## config.mk

```make
export PLATFORM = sky130hd
export DESIGN_NAME = instr_fetch
export DESIGN_NICKNAME = d
export VERILOG_FILES = /design/src/rtl/instr_fetch.sv
export SDC_FILE = /design/constraint.sdc
export NUM_CORES = 1
export LEC_CHECK = 0
export BUFFER_PORTS_ARGS = -buffer_cell sky130_fd_sc_hd__buf_4
export CAP_MARGIN = 20
export CELL_PAD_IN_SITES_DETAIL_PLACEMENT = 1
export CELL_PAD_IN_SITES_GLOBAL_PLACEMENT = 2
export CORE_UTILIZATION = 35
export CTS_BUF_LIST = sky130_fd_sc_hd__clkbuf_8 sky130_fd_sc_hd__clkbuf_16
export DETAILED_ROUTE_END_ITERATION = 10
export GPL_ROUTABILITY_DRIVEN = 0
export MAX_ROUTING_LAYER = met4
export PLACE_DENSITY_LB_ADDON = 0.08
export SLEW_MARGIN = 10
export SYNTH_ARGS = -nofsm -noshare
export SYNTH_HDL_FRONTEND = slang
export SYNTH_SLANG_ARGS = --single-unit
```

## constraint.sdc

```tcl
create_clock -name clk -period 2.4 [get_ports clk]
set_clock_uncertainty 0.15 [all_clocks]
set_input_delay 0.24 -clock clk [delete_from_list [all_inputs] [get_ports clk]]
set_output_delay 0.24 -clock clk [all_outputs]
set_load 0.05 [all_outputs]
```

## src/rtl/instr_fetch.sv

```systemverilog
// instr_fetch: fetches a two-byte instruction from byte-wide program memory
// for the CPU, with per-byte wait timeout and misaligned-address fault.
// Optional prefetch of the next instruction is compiled in by defining
// INSTR_FETCH_PREFETCH_EN; without it every request reads memory.
module instr_fetch #(
  parameter logic [7:0] FILL_OPCODE  = 8'h00,
  parameter int         MEM_WAIT_MAX = 15
) (
  input  logic       clk,
  input  logic       n_reset,
  input  logic [7:0] rom_address,
  input  logic       fetch_req,
  output logic [7:0] opcode1,
  output logic [7:0] opcode2,
  output logic       fetch_ack,
  output logic       fault,
  output logic [7:0] mem_addr,
  output logic       mem_rd,
  input  logic [7:0] mem_data,
  input  logic       mem_ready
);

  localparam logic [2:0] S_IDLE = 3'd0;
  localparam logic [2:0] S_RD1  = 3'd1;
  localparam logic [2:0] S_RD2  = 3'd2;
  localparam logic [2:0] S_DONE = 3'd3;
`ifdef INSTR_FETCH_PREFETCH_EN
  localparam logic [2:0] S_PF1  = 3'd4;
  localparam logic [2:0] S_PF2  = 3'd5;
`endif

  // The counter only has to reach MEM_WAIT_MAX-1; the next low cycle times out.
  localparam int WAIT_W = (MEM_WAIT_MAX > 1) ? $clog2(MEM_WAIT_MAX) : 1;
  localparam logic [WAIT_W-1:0] WAIT_LAST = WAIT_W'(MEM_WAIT_MAX - 1);

  logic [2:0]        r_state;
  logic [7:0]        r_addrQ;
  logic [7:0]        r_byte0;
  logic [WAIT_W-1:0] r_waitCnt;
  logic [7:0]        r_opcode1;
  logic [7:0]        r_opcode2;
  logic              r_fetchAck;
  logic              r_fault;
  logic [7:0]        r_memAddr;
  logic              r_memRd;
  logic              w_waitExpired;
`ifdef INSTR_FETCH_PREFETCH_EN
  logic              r_pfArmed;
  logic              r_pfValid;
  logic [7:0]        r_pfTag;
  logic [7:0]        r_pfByte0;
  logic [7:0]        r_pfByte1;
`endif

  assign opcode1       = r_opcode1;
  assign opcode2       = r_opcode2;
  assign fetch_ack     = r_fetchAck;
  assign fault         = r_fault;
  assign mem_addr      = r_memAddr;
  assign mem_rd        = r_memRd;
  assign w_waitExpired = (r_waitCnt == WAIT_LAST);

  // Fetch sequencer: all outputs are registered and change on the edge
  // that moves the FSM, so mem_rd/mem_addr track the read states exactly.
  always_ff @(posedge clk or negedge n_reset) begin
    if (!n_reset) begin
      r_state    <= S_IDLE;
      r_addrQ    <= 8'h00;
      r_byte0    <= 8'h00;
      r_waitCnt  <= '0;
      r_opcode1  <= FILL_OPCODE;
      r_opcode2  <= FILL_OPCODE;
      r_fetchAck <= 1'b0;
      r_fault    <= 1'b0;
      r_memAddr  <= 8'h00;
      r_memRd    <= 1'b0;
`ifdef INSTR_FETCH_PREFETCH_EN
      r_pfArmed  <= 1'b0;
      r_pfValid  <= 1'b0;
      r_pfTag    <= 8'h00;
      r_pfByte0  <= 8'h00;
      r_pfByte1  <= 8'h00;
`endif
    end else begin
      r_fetchAck <= 1'b0;
      case (r_state)
        S_IDLE: begin
          r_memRd <= 1'b0;
          if (fetch_req) begin
`ifdef INSTR_FETCH_PREFETCH_EN
            r_pfArmed <= 1'b0;
`endif
            if (rom_address[0]) begin
              // Misaligned: fault immediately, never touch memory.
              r_state    <= S_DONE;
              r_fetchAck <= 1'b1;
              r_fault    <= 1'b1;
              r_opcode1  <= FILL_OPCODE;
              r_opcode2  <= FILL_OPCODE;
`ifdef INSTR_FETCH_PREFETCH_EN
              r_pfValid  <= 1'b0;
`endif
            end
`ifdef INSTR_FETCH_PREFETCH_EN
            else if (r_pfValid && (rom_address == r_pfTag)) begin
              // Prefetch hit: answer from the buffer without a memory read.
              r_addrQ    <= rom_address;
              r_state    <= S_DONE;
              r_fetchAck <= 1'b1;
              r_fault    <= 1'b0;
              r_opcode1  <= r_pfByte0;
              r_opcode2  <= r_pfByte1;
              r_pfArmed  <= (rom_address != 8'hFE);
            end
`endif
            else begin
              r_addrQ   <= rom_address;
              r_state   <= S_RD1;
              r_memRd   <= 1'b1;
              r_memAddr <= rom_address;
              r_waitCnt <= '0;
`ifdef INSTR_FETCH_PREFETCH_EN
              r_pfValid <= 1'b0;
`endif
            end
          end
`ifdef INSTR_FETCH_PREFETCH_EN
          else if (r_pfArmed) begin
            // Quiet cycle after a good fetch: read the next instruction ahead.
            r_pfArmed <= 1'b0;
            r_pfValid <= 1'b0;
            r_state   <= S_PF1;
            r_memRd   <= 1'b1;
            r_memAddr <= r_addrQ + 8'd2;
            r_waitCnt <= '0;
          end
`endif
        end

        S_RD1: begin
          if (mem_ready) begin
            r_byte0   <= mem_data;
            r_state   <= S_RD2;
            r_memAddr <= r_addrQ + 8'd1;
            r_waitCnt <= '0;
          end else if (w_waitExpired) begin
            r_state    <= S_DONE;
            r_memRd    <= 1'b0;
            r_fetchAck <= 1'b1;
            r_fault    <= 1'b1;
            r_opcode1  <= FILL_OPCODE;
            r_opcode2  <= FILL_OPCODE;
          end else begin
            r_waitCnt <= r_waitCnt + 1'b1;
          end
        end

        S_RD2: begin
          if (mem_ready) begin
            r_state    <= S_DONE;
            r_memRd    <= 1'b0;
            r_fetchAck <= 1'b1;
            r_fault    <= 1'b0;
            r_opcode1  <= r_byte0;
            r_opcode2  <= mem_data;
`ifdef INSTR_FETCH_PREFETCH_EN
            r_pfArmed  <= (r_addrQ != 8'hFE);
`endif
          end else if (w_waitExpired) begin
            r_state    <= S_DONE;
            r_memRd    <= 1'b0;
            r_fetchAck <= 1'b1;
            r_fault    <= 1'b1;
            r_opcode1  <= FILL_OPCODE;
            r_opcode2  <= FILL_OPCODE;
          end else begin
            r_waitCnt <= r_waitCnt + 1'b1;
          end
        end

        S_DONE: begin
          r_state <= S_IDLE;
        end

`ifdef INSTR_FETCH_PREFETCH_EN
        S_PF1: begin
          if (mem_ready) begin
            r_pfByte0 <= mem_data;
            r_state   <= S_PF2;
            r_memAddr <= r_addrQ + 8'd3;
            r_waitCnt <= '0;
          end else if (w_waitExpired) begin
            r_state <= S_IDLE;
            r_memRd <= 1'b0;
          end else begin
            r_waitCnt <= r_waitCnt + 1'b1;
          end
        end

        S_PF2: begin
          if (mem_ready) begin
            r_pfByte1 <= mem_data;
            r_pfTag   <= r_addrQ + 8'd2;
            r_pfValid <= 1'b1;
            r_state   <= S_IDLE;
            r_memRd   <= 1'b0;
          end else if (w_waitExpired) begin
            r_state <= S_IDLE;
            r_memRd <= 1'b0;
          end else begin
            r_waitCnt <= r_waitCnt + 1'b1;
          end
        end
`endif

        default: begin
          r_state <= S_IDLE;
          r_memRd <= 1'b0;
        end
      endcase
    end
  end

endmodule

```

# Word-level counts from Yosys, hierarchy flattened

Cells that the tools add are included.

Register bits: 49
Output and inout port bits: 27
Word-level logic and storage cells: 77

Add/subtract/negate cells: 2
Equal/unequal tests: 10
Mux-type cells: 44
Bitwise logic cells: 2
Reduce and logical (&&, ||, !) cells: 9

Operators with widths:

| operator                                             | count |
|---|---|
| 2-to-1 mux 8 bit                                     | 11 |
| one-hot mux 8 bit (3 select lines)                   | 2 |
| 2-to-1 mux 4 bit                                     | 5 |
| one-hot mux 8 bit (2 select lines)                   | 1 |
| 2-to-1 mux 1 bit                                     | 15 |
| 2-to-1 mux 3 bit                                     | 4 |
| != test 2 bit (second input constant)                | 6 |
| one-hot mux 4 bit (3 select lines)                   | 1 |
| AND reduction 4 bit                                  | 3 |
| one-hot mux 3 bit (3 select lines)                   | 1 |
| adder 8 x 1 -> 8 bit (second input constant)         | 1 |
| equality test 3 x 2 -> 1 bit (second input constant) | 2 |
| one-hot mux 1 bit (3 select lines)                   | 2 |
| adder 4 x 1 -> 4 bit (second input constant)         | 1 |
| equality test 4 bit (second input constant)          | 1 |
| one-hot mux 1 bit (4 select lines)                   | 1 |
| AND reduction 2 bit                                  | 2 |
| equality test 3 x 1 -> 1 bit (second input constant) | 1 |
| logical NOT 3 bit                                    | 1 |
| AND reduction 3 bit                                  | 1 |
| nonzero test 3 bit                                   | 1 |
| 2-to-1 mux 2 bit                                     | 1 |
| inverter 1 bit                                       | 2 |
| nonzero test 2 bit                                   | 1 |

# Depth between registers and ports, before layout

Gate-level depths: netlist (run 1).

Word-level depth: 4
Gate-level depth with buffers: 7
Mapped depth without buffers: 6

# Worst setup path after synthesis (run 1)

Ideal clock, no wire load.

Path kind: reg2reg
Start: reg r_state[0]
End: reg r_addrQ[1]
Arrival time: 1.534 ns
Path slack: 0.591 ns
Cell stages (with the launch flop): 5
Period minus slack after synthesis: 1.809 ns
Path through: dfrtp_1 or2_1 buf_2 nor4b_4 mux2_2

Word-level cells in the longest chain between the ends: 2

Ends and longest elaborated chain:

| element                       | line | RTL |
|---|---|---|
| start, declared               | 36   | `logic [2:0] r_state;` |
| start signal, assigned        | 67   | `r_state <= S_IDLE;` |
| start signal, assigned        | 95   | `r_state <= S_DONE;` |
| start signal, assigned        | 118  | `r_state <= S_RD1;` |
| logical NOT 3 bit             | 86   | `case (r_state)` |
| AND reduction 3 bit (no line) | --   |  |
| end signal, assigned          | 117  | `r_addrQ <= rom_address;` |
| end, declared                 | 37   | `logic [7:0] r_addrQ;` |

Every way passes these cells.
A chain may end at the register's enable or synchronous reset.

# Worst setup path after layout (run 1)

Start: reg r_state[0]
End: reg r_addrQ[6]

The elaborated chain is that of the path after synthesis.

==> impl_results.md, run 1 <==
- Final period util: a little under 90%
- Outcome: completed
- Area leader, netlist: dfrtp_1
- RSZ-0062 raised after global routing: no
- CTS buffer count: 5
- Placed cell areas: roughly 2500 µm²
- Vias per cell: a little over 5
- Syn Inst Count: 172
- Total global-route track usage: roughly 17%
- H-tree levels: 2
- # diodes: 0
- DR pass1 iterations: 3
- Clk_lat worst skew: 0.29 ns
- Average footprint of a synthesized cell: around 12 µm²
- Synth cell count leaders: dfrtp_1 (49), a22o_1 (17), mux2_2 (16), o21ai_0 (12), nand2_1 (10)
- Most frequent cell after synthesis: dfrtp_1
- DR WL/cell: roughly 16 µm
- Global-route wire length before repair: approximately 7900 µm
- Layout cells sized above 1: 34.55%
- Arrival time at the worst endpoint: around 2.2 ns
- Pwr dens: 1007 nW/µm²
- #FFs+latches synth: between 40 and 50
- Register area share after synthesis: between 50% and 60%
- Setup WS pre-CTS: about 0.26 ns
- CP Class: flop to flop
- Final design utilization: between 40% and 50%
- Max-cap violations: 0
- Vias in the first global route: 1,657
- Post-route design area: ~2700 µm²
- Hold violation count in the final report: 0
- DRC errors left: 0
- Height of the chip: between 80 and 90 µm
- Hold crit path type: input port to flop
- Endpoint type of the worst setup path: flop
- Synth Net Count: a little under 200
- Cell variety after synth: 37
- Max-slew violation count: 0
- Rel. slew slack: around 58%
- Initial drt markers: 40
- Core area: 5921 µm²
- Multi-input gate area: about 850 µm²
- PortBufs: 46
- Clock tree buffer depth: 2
- CTS tree: built
- Crit path time final: around 2.1 ns
- Clock transition at path regs: around 0.09 ns
- Total grt overflow: 0
- CP Data Required Time: ~2.4 ns
- Clock root cell: clkbuf_8
- DP Wirelength: approximately 3400 µm
- Fmax achieved: around 0.47 GHz
- Starting Density: 36.14%
- Fillers: around 640
- ANT nets after route: 0
- Setup Viol. Count Final: 0
- Setup TNS: 0 ns
- Fraction of registers with async set/reset: 100.0%
- Io pins: 47
- Leak: roughly 1.3 nW
- Vias post-DR: about 1,500
- CTS Sinks: 49
- CP Max Fanout: 12
- FF/Latch Area: 1226 µm²
- Worst ir drop on vdd: about 0.47 mV
- CP startpoint kind: flop
- Slew at the pin closest to its max-slew limit: 0.6268 ns
- Synthesis-to-finish area growth: 24.91%
- Hold WS: roughly 0.019 ns
- Final net count: 241
- YS warnings: 0
- Largest net degree at the start of global routing: 50
- Post-synth EDFFs: 0
- Rows: 28
- Ranking of synthesized cells by area: dfrtp_1 (57%), mux2_2 (8.4%), a22o_1 (7.0%)
- Synth top area share: ~57%
- Initial antenna violation count: 0
- Post-route worst setup slack: ~0.27 ns
- Final wirelength: 4694 µm
- Die X-Extent: about 80 µm
- Post-synth top flop: dfrtp_1
- Die area: between 6000 and 7000 µm²
- Cell Area, Synth: roughly 2100 µm²
[cell usage in the layout, fill, tap and decap left out, drive strengths merged, types with 4 or more instances in the layout]
| cell | Yosys | final |
|---|---|---|
| nand2 | 10 | 10 |
| dfrtp | 49 | 49 |
| a21oi | 5 | 5 |
| mux2 | 16 | 16 |
| inv | 3 | 4 |
| clkbuf | 1 | 6 |
| nor2 | 8 | 8 |
| buf | 9 | 49 |
| a22o | 17 | 17 |
| mux2i | 7 | 7 |
| o21ai | 12 | 12 |
[power breakdown]
part	switching (mW)	internal, mW
combinational	0.598	0.338
clock	0.261	0.336
sequential	0.130	1.03
[state kept, by name, summed over array words and instances (netlist names)]
register and cells:
fetch_ack 1, fault 1, r_waitCnt 4, opcode2 8, r_byte0 8, mem_addr 8, opcode1 8, mem_rd 1
r_state 3, r_addrQ 7
[stage by stage]
step,instances,total power [mW]
after floorplan,172,1.803
after global placement,286,2.086
after detailed placement,286,2.121
after CTS,295,2.733
after global routing,295,2.837
final,295,2.692
[layer usage]
layer / track usage, % / part of all wire (%) / up-vias
li1: - / - / 710
met1: 19.64 / 45 / 764
met2: 28.21 / 51 / 26
met3: 4.318 / 4.0 / 2
met4: 4.464 / 0.45 / 0
met5: - / 0 / -
[worst max-delay path, stage by stage, from the launching register on]
cell and delay (ns):
dfrtp_1 0.51, or2_1 0.37, nor4b_4 0.58, mux2_2 0.41
[area by class of cell]
cell class | instances | share of cell area, %
clock buffers | 6 | 3.090
clock inverters | 2 | 1.264
inverters | 3 | 0.4213
multi-input cells | 110 | 31.69
flip-flops and latches | 49 | 45.88
well taps | 75 | 3.511
repair buffers | 50 | 14.14
[kinds of logic (layout without fill, tap and decap cells)]
group | after synthesis | in the layout | synth area share, %
buf+inv | 13 | 61 | 3.099
other cells | 1 | 1 | 0.1753
simple gates | 38 | 38 | 9.941
mux | 23 | 23 | 11.70
flops | 49 | 49 | 57.31
compound gates | 45 | 45 | 16.20
xor+xnor | 1 | 1 | 0.4094
fa+ha+maj | 2 | 2 | 1.169
[timing repair]
item,CTS,global route
gates resized for setup,0,0
hold buffers,1,0
endpoints found under the hold margin,49,0
buffers inserted,0,0
[worst paths after layout]
kind	from	to	slack, ns	cells after the start
setup / recovery	r_state[0]	r_addrQ[6]	0.27	3
hold / removal	mem_data[2]	opcode2[2]	0.02	2
setup reg to reg	r_state[0]	r_addrQ[6]	0.27	3
hold reg to reg	mem_addr[5]	mem_addr[5]	0.34	2
max in group asynchronous	n_reset	opcode1[6]	1.32	2
min in group asynchronous	n_reset	mem_addr[6]	0.35	2
(Power assumes the default switching activity.)
==> run 2: changes to the inputs <==
--- a/config.mk
+++ b/config.mk
@@ -5,11 +5,12 @@
 export SDC_FILE = /design/constraint.sdc
 export NUM_CORES = 1
 export LEC_CHECK = 0
+export ABC_AREA = 1
 export BUFFER_PORTS_ARGS = -buffer_cell sky130_fd_sc_hd__buf_4
 export CAP_MARGIN = 20
 export CELL_PAD_IN_SITES_DETAIL_PLACEMENT = 1
 export CELL_PAD_IN_SITES_GLOBAL_PLACEMENT = 2
-export CORE_UTILIZATION = 35
+export CORE_UTILIZATION = 32
 export CTS_BUF_LIST = sky130_fd_sc_hd__clkbuf_8 sky130_fd_sc_hd__clkbuf_16
 export DETAILED_ROUTE_END_ITERATION = 10
 export GPL_ROUTABILITY_DRIVEN = 0
==> run 2 against run 1 <==
Largest cell class unchanged. Hold slack got worse by 0.011 ns. Sequential share of layout area fell by 3.1 points. Utilization fell by 3.2 points. Sequential power barely moved. Critical path depth rose by 4. Register-to-register slack improved by 0.28 ns. Non-clock buffer count rose by 5. Area after synthesis rose by 6.6%. Highest routed layer unchanged. Design area rose by 7.2%.
==> impl_results.md, run 2 <==
- Leak: 1.586 nW (was 1.254 nW)
- Postcts setup bufs: 0 (unchanged)
- Average footprint of a synthesized cell: 8.386 µm² (was 12.44 µm²)
- PortBufs: 46 (unchanged)
- CTS tree: built (unchanged)
- Height of the chip: 86.43 µm (was 80.19 µm)
- CTS buffer count: 5 (unchanged)
- Hold violation count in the final report: 0 (unchanged)
- Synth cell count leaders: nand2_1 (114), dfrtp_1 (49), nand3_1 (35), inv_1 (18), o21ai_0 (11) (was dfrtp_1 (49), a22o_1 (17), mux2_2 (16), o21ai_0 (12), nand2_1 (10))
- Post-route design area: 2865 µm² (was 2673 µm²)
- CP Data Required Time: 2.46 ns (was 2.43 ns)
- Total grt overflow: 0 (unchanged)
- Clk_lat worst skew: 0.30 ns (was 0.29 ns)
- Slew at the pin closest to its max-slew limit: 0.6463 ns (was 0.6268 ns)
- Overall power: 2.541 mW (was 2.692 mW)
- CP Class: flop to flop (unchanged)
- Global-route wire length before repair: 9121 µm (was 7893 µm)
- #FFs+latches synth: 49 (unchanged)
- Ranking of synthesized cells by area: dfrtp_1 (54%), nand2_1 (19%), nand3_1 (7.7%) (was dfrtp_1 (57%), mux2_2 (8.4%), a22o_1 (7.0%))
- Initial drt markers: 57 (was 40)
- Layout cells sized above 1: 22.94% (was 34.55%)
- Arrival time at the worst endpoint: 1.91 ns (was 2.16 ns)
- Synth top area share: 53.76% (was 57.31%)
- Fraction of registers with async set/reset: 100.0% (unchanged)
- Largest net degree at the start of global routing: 50 (unchanged)
- Clock root cell: clkbuf_8 (unchanged)
- CP startpoint kind: flop (unchanged)
- Setup Viol. Count Final: 0 (unchanged)
- Setup TNS: 0 ns (unchanged)
- Post_cts resized: 0 (unchanged)
- Fmax achieved: 0.5402 GHz (was 0.4700 GHz)
- Most common cell after layout, fill and taps aside: nand2_1
- H-tree levels: 2 (unchanged)
- Total global-route track usage: 16.31% (was 16.65%)
- Io pins: 47 (unchanged)
- Most frequent cells in the layout: nand2_1 (114), dfrtp_1 (49), buf_4 (48) (was dfrtp_1 (49), buf_4 (49), a22o_1 (17))
- YS warnings: 0 (unchanged)
- DR pass1 iterations: 4 (was 3)
- Pwr dens: 886.8 nW/µm² (was 1007 nW/µm²)
- Most frequent cell after synthesis: nand2_1 (was dfrtp_1)
- Max-slew violation count: 0 (unchanged)
- Synth Net Count: 294 (was 194)
- Vias per cell: 4.492 (was 5.092)
- Rows: 30 (was 28)
- Critical R2R Launch: r_state[1] (was r_state[0])
- Vias post-DR: 1,900 (was 1,502)
- RSZ-0062 raised after global routing: no (unchanged)
- Die X-Extent: 86.43 µm (was 80.19 µm)
- Clock tree buffer depth: 2 (unchanged)
- Post-synth EDFFs: 0 (unchanged)
- Core area: 6832 µm² (was 5921 µm²)
- Rel. slew slack: 56.92% (was 58.22%)
- Clock transition at path regs: 0.10 ns (was 0.09 ns)
- Syn Inst Count: 272 (was 172)
- Origin of the worst setup path: r_state[1] (was r_state[0])
- Post-synth top flop: dfrtp_1 (unchanged)
- CTS Sinks: 49 (unchanged)
- Placed cell areas: 2701 µm² (was 2546 µm²)
- Vias in the first global route: 1,849 (was 1,657)
- Area leader, netlist: dfrtp_1 (unchanged)
- Outcome: completed (unchanged)
- DP Wirelength: 3794 µm (was 3371 µm)
- Endpoint type of the worst setup path: flop (unchanged)
- Final period util: 77.12% (was 88.65%)
- Cell Area, Synth: 2281 µm² (was 2140 µm²)
- Register area share after synthesis: 53.76% (was 57.31%)
- Cell variety after synth: 25 (was 37)
- Hold crit path type: input port to flop (unchanged)
- Final wirelength: 5405 µm (was 4694 µm)
- Worst ir drop on vdd: 0.3918 mV (was 0.4651 mV)
- Starting Density: 33.39% (was 36.14%)
- Synthesis-to-finish area growth: 25.62% (was 24.91%)
- ANT nets after route: 0 (unchanged)
- Die area: 7469 µm² (was 6430 µm²)
- Initial antenna violation count: 0 (unchanged)
- HP Start: mem_data[2] (unchanged)
- Crit path time final: 1.851 ns (was 2.128 ns)
- CP Max Fanout: 15 (was 12)
- # diodes: 0 (unchanged)
- DRC errors left: 0 (unchanged)
- Max-cap violations: 0 (unchanged)
- Final net count: 348 (was 241)
- DR WL/cell: 12.78 µm (was 15.91 µm)
[run 2: cell types whose count changed after synthesis, moves of 3 or more]
cell      previous run  this run
o21ai_2              0         7
buf_2                8         4
mux2_2              16         0
inv_1                3        18
nand3_1              1        35
mux2i_1              7         0
a22o_1              17         0
nand2_1             10       114
nor3_1               3         0
nand2b_1             3         0
nor2_4               0         4
[run 2: layout make-up]
| type | count | area [µm²] |
|---|---|---|
| Fill cell | 866 | 3966 |
| Sequential cell | 49 | 1226 |
| Multi-Input combinational cell | 194 | 915.9 |
| Timing Repair Buffer | 55 | 430.4 |
| Tap cell | 96 | 120.1 |
| Inverter | 21 | 78.83 |
| Clock buffer | 5 | 68.82 |
| Clock inverter | 3 | 25.02 |
[run 2: worst paths after layout]
| path | to | slack (ns) | depth (start not counted) |
|---|---|---|---|
| hold reg to reg | r_byte0[6] | 0.33 | 2 |
| max in group asynchronous | opcode2[1] | 1.32 | 2 |
| setup reg to reg | mem_rd | 0.55 | 7 |
| setup / recovery | mem_rd | 0.55 | 7 |
| hold / removal | opcode2[2] | 0.008 | 3 |
| min in group asynchronous | fault | 0.36 | 2 |
[run 2: worst max-delay path, stage by stage, from the launching register on]
cell	delay, ns
dfrtp_1	0.55
inv_1	0.14
nand2_1	0.13
nor2_1	0.06
nand2_1	0.43
nand3_1	0.15
nand2_1	0.09
nand2_1	0.05
[run 2: report_power, final]
| group | switching (mW) | internal [mW] | total [mW] | leakage [nW] |
|---|---|---|---|---|
| registers | 0.118 | 1.02 | 1.14 | 0.638 |
| clock network | 0.306 | 0.213 | 0.519 | 0.0452 |
| logic | 0.606 | 0.276 | 0.882 | 0.903 |
[run 2: metal layers]
layer | part of all wire, % | GRT usage [%] | vias up
met3 | 3.4 | 3.238 | 4
met1 | 50 | 22.36 | 889
met2 | 46 | 24.60 | 37
met5 | 0 | - | -
li1 | - | - | 970
met4 | 1.1 | 4.545 | 0
[run 2: kinds of logic (layout without fill, tap and decap cells)]
| group | Yosys count | after routing | share of synthesized area [%] |
|---|---|---|---|
| and+or+nand+nor | 168 | 168 | 32.53 |
| DFF | 49 | 49 | 53.76 |
| buffers and inverters | 29 | 84 | 6.088 |
| AOI/OAI and AO/OA | 22 | 22 | 5.979 |
| adders and majority gates | 2 | 2 | 1.097 |
| other | 1 | 1 | 0.1644 |
| xor gates and xnor gates | 1 | 1 | 0.3841 |
[run 2: metrics by stage]
step	utilization, %	hold WS, ns	std cells	setup WS (ns)
floorplan	-	-0.2056	272	0.8566
global placement	39.54	0.1680	408	0.6055
detailed placement	39.54	0.1719	408	0.5319
CTS	41.94	0.0003995	423	0.5214
global route	41.94	0.01343	423	0.3611
finish	41.94	0.007818	423	0.5490
[run 2: timing repair]
action                                  4_1_cts  5_1_grt
endpoints found under the setup margin        0        0
hold buffers                                  7        0
hold endpoints to repair                     55        0
==> run 3: changes to the inputs <==
--- a/config.mk
+++ b/config.mk
@@ -5,7 +5,7 @@
 export SDC_FILE = /design/constraint.sdc
 export NUM_CORES = 1
 export LEC_CHECK = 0
-export ABC_AREA = 1
+export ABC_AREA = 0
 export BUFFER_PORTS_ARGS = -buffer_cell sky130_fd_sc_hd__buf_4
 export CAP_MARGIN = 20
 export CELL_PAD_IN_SITES_DETAIL_PLACEMENT = 1
==> constraint.sdc (replaced) <==
create_clock -name clk -period 1.55 [get_ports clk]
set_clock_uncertainty 0.15 [all_clocks]
set_input_delay 0.155 -clock clk [delete_from_list [all_inputs] [get_ports clk]]
set_output_delay 0.155 -clock clk [all_outputs]
set_load 0.05 [all_outputs]
==> run 3 against run 2 <==
The run now ends with negative setup slack left. Utilization is 9.3 points higher. First-iteration DRC count is 8.8% lower. Sequential cell count stayed put. Total power is 68% higher. Setup slack worse by 0.76 ns. Sequential share of layout area is 5.3 points lower. Via count is 9.6% lower. Cell count is 19% lower. Global-route usage is 0.76 points higher. Clock power is 45% higher. Sequential power is 57% higher. Largest cell class unchanged.
==> impl_results.md, run 3 (synthesis gave the netlist of run 1 again) <==
- Dpl cells: 312 (was 408)
- Largest delay share family, worst path: simple AND/OR/NAND/NOR gates (unchanged)
- CP startpoint kind: flop (unchanged)
- DP Wirelength: 3658 µm (was 3794 µm)
- Leak: 1.518 nW (was 1.586 nW)
- Synthesis-to-finish area growth: 52.92% (was 25.62%)
- Clk_lat worst skew: 0.30 ns (about the same)
- Final wirelength: 5593 µm (was 5405 µm)
- Layout cells sized above 1: 50.94% (was 22.94%)
- Clock tree buffer depth: 2 (unchanged)
- Starting Density: 33.50% (was 33.39%)
- Endpoint type of the worst setup path: flop (unchanged)
- Vias post-DR: 1,718 (was 1,900)
- H-tree levels: 2 (unchanged)
- Total grt overflow: 0 (unchanged)
- Io pins: 47 (unchanged)
- ANT nets after route: 0 (unchanged)
- Clock transition at path regs: 0.09 ns (was 0.10 ns)
- Total global-route track usage: 17.06% (was 16.31%)
- Die area: 7017 µm² (was 7469 µm²)
- Vias per cell: 4.994 (was 4.492)
- Clock root cell: clkbuf_8 (unchanged)
- # diodes: 0 (unchanged)
- Failing checks: negative setup slack
- Max-cap violations: 0 (unchanged)
- Height of the chip: 83.77 µm (was 86.43 µm)
- Sequential share of power: 42.0% (was 44.9%)
- Slowest stage delay, CP: 0.45 ns (was 0.55 ns)
- Non-Filler Instances: 344 (was 423)
- Worst ir drop on vdd: 0.9506 mV (was 0.3918 mV)
- Clock power share: 17.6% (was 20.4%)
- CP Data Required Time: 1.59 ns (was 2.46 ns)
- Die X-Extent: 83.77 µm (was 86.43 µm)
- Setup Viol. Count Final: 37 (was 0)
- Vias in the first global route: 1,898 (was 1,849)
- Slew at the pin closest to its max-slew limit: 0.6451 ns (was 0.6463 ns)
- CP cell instances: or2_4 -> nor4b_4 -> buf_6 -> mux2_2 (was inv_1 -> nand2_1 -> nor2_1 -> nand2_1 -> nand3_1 -> nand2_1 -> nand2_1)
- Most frequent cells in the layout: buf_4 (64), dfrtp_1 (48), a22o_1 (17) (was nand2_1 (114), dfrtp_1 (49), buf_4 (48))
- Internal cell power: 2.612 mW (was 1.511 mW)
- Max-slew violation count: 0 (unchanged)
- Hold violation count in the final report: 0 (unchanged)
- Largest net degree at the start of global routing: 50 (unchanged)
- Slowest-stage cell, CP: dfrtp_2 (was dfrtp_1)
- Final period util: 113.8% (was 77.12%)
- Global-route wire length before repair: 9335 µm (was 9121 µm)
- Final net count: 288 (was 348)
- DRC errors left: 0 (unchanged)
- PortBufs: 46 (unchanged)
- Fmax achieved: 0.5671 GHz (was 0.5402 GHz)
- CTS Sinks: 49 (unchanged)
- CTS tree: built (unchanged)
- Initial drt markers: 52 (was 57)
- Initial antenna violation count: 0 (unchanged)
- CP Max Fanout: 8 (was 15)
- CTS buffer count: 5 (unchanged)
- RSZ-0062 raised after global routing: yes (was no)
- Switching power: 1.653 mW (was 1.030 mW)
- Pwr dens: 1304 nW/µm² (was 886.8 nW/µm²)
- Core area: 6386 µm² (was 6832 µm²)
- Rel. slew slack: 56.99% (was 56.92%)
- Most common cell after layout, fill and taps aside: buf_4 (was nand2_1)
- Fillers: 665 (was 866)
- CP Class: flop to flop (unchanged)
- WP buf/inv: 1 (unchanged)
- Rows: 29 (was 30)
- Placed cell areas: 2758 µm² (was 2701 µm²)
- Outcome: finished with violations (was completed)
- Post-route design area: 3272 µm² (was 2865 µm²)
- Hold crit path type: input port to flop (unchanged)
- DR pass1 iterations: 4 (unchanged)
- Combinational power share: 40.4% (was 34.7%)
- Arrival time at the worst endpoint: 1.80 ns (was 1.91 ns)
- DR WL/cell: 16.26 µm (was 12.78 µm)
- Crit path time final: 1.763 ns (was 1.851 ns)
- Setup WS pre-CTS: -0.2029 ns (was 0.5319 ns)
- Switch share: 38.76% (was 40.54%)
- Post-route worst setup slack: -0.2132 ns (was 0.5490 ns)
[run 3: cell types whose count changed in the layout (fill, tap and decap cells not counted), sizes merged, moves of 7 or more]
cell,before,now
mux2,0,16
a22o,0,17
dlygate4sd3,7,16
mux2i,0,7
inv,22,5
o21ai,19,12
buf,48,81
nand2,117,10
nand3,36,1
[run 3: metrics by stage]
step / util, % / hold slack (ns) / power (mW) / TNS [ns]
floorplan: - / -0.2906 / 2.805 / -4.329
global placement: 43.18 / 0.05795 / 3.310 / -4.997
detailed placement: 43.18 / 0.07855 / 3.363 / -6.077
CTS: 48.90 / 0.08614 / 4.233 / -5.276
global route: 51.23 / 0.1089 / 4.501 / -7.289
finish: 51.23 / 0.1014 / 4.265 / -4.769
[run 3: final timing paths]
kind | from | cells past startpoint | to | slack [ns]
min reg2reg | mem_addr[3] | 2 | mem_addr[3] | 0.34
max reg2reg | r_state[2] | 4 | r_addrQ[7] | -0.21
max in group asynchronous | n_reset | 2 | r_state[2] | 0.55
min | mem_ready | 4 | fault | 0.10
min in group asynchronous | n_reset | 2 | mem_rd | 0.25
max | r_state[2] | 4 | r_addrQ[7] | -0.21
[run 3: routing by layer]
metal	vias up	global-route usage, %	share of wire (%)
met5	-	-	0
met4	0	4.468	0.68
met3	4	3.462	2.1
met2	23	28.75	52
met1	888	20.97	45
li1	803	-	-
[run 3: cell type report]
cell class                 count  area (µm²)  area share (%)
sequential                    49        1227           37.51
multi-input combinational    110        1007           30.78
inverter                       3       11.26          0.3442
clock buffer                   5       68.82           2.103
timing repair buffer          97       843.3           25.77
tap                           77       96.34           2.945
clock inverter                 3       17.52          0.5354
[run 3: power by group through the flow]
stage | logic [mW] | clock network [mW] | registers [mW]
6_report | 1.72 | 0.752 | 1.79
2_1_floorplan | 0.437 | 0 | 2.37
3_3_place_gp | 1.53 | 0 | 1.78
4_1_cts | 1.65 | 0.796 | 1.78
3_5_place_dp | 1.56 | 0 | 1.80
5_1_grt | 1.82 | 0.844 | 1.83
[run 3: timing repair]
item,4_1_cts,5_1_grt
cloned,0,1
buffers inserted,5,4
hold endpoints to repair,73,0
endpoints found under the setup margin,47,48
pin swaps,1,13
hold buffers,16,0
resized for setup,24,34
[run 3: worst min-delay path, stage by stage]
cell,delay (ns)
buf_4,0.16
o22ai_2,0.08
o31ai_1,0.06
o21ai_1,0.06
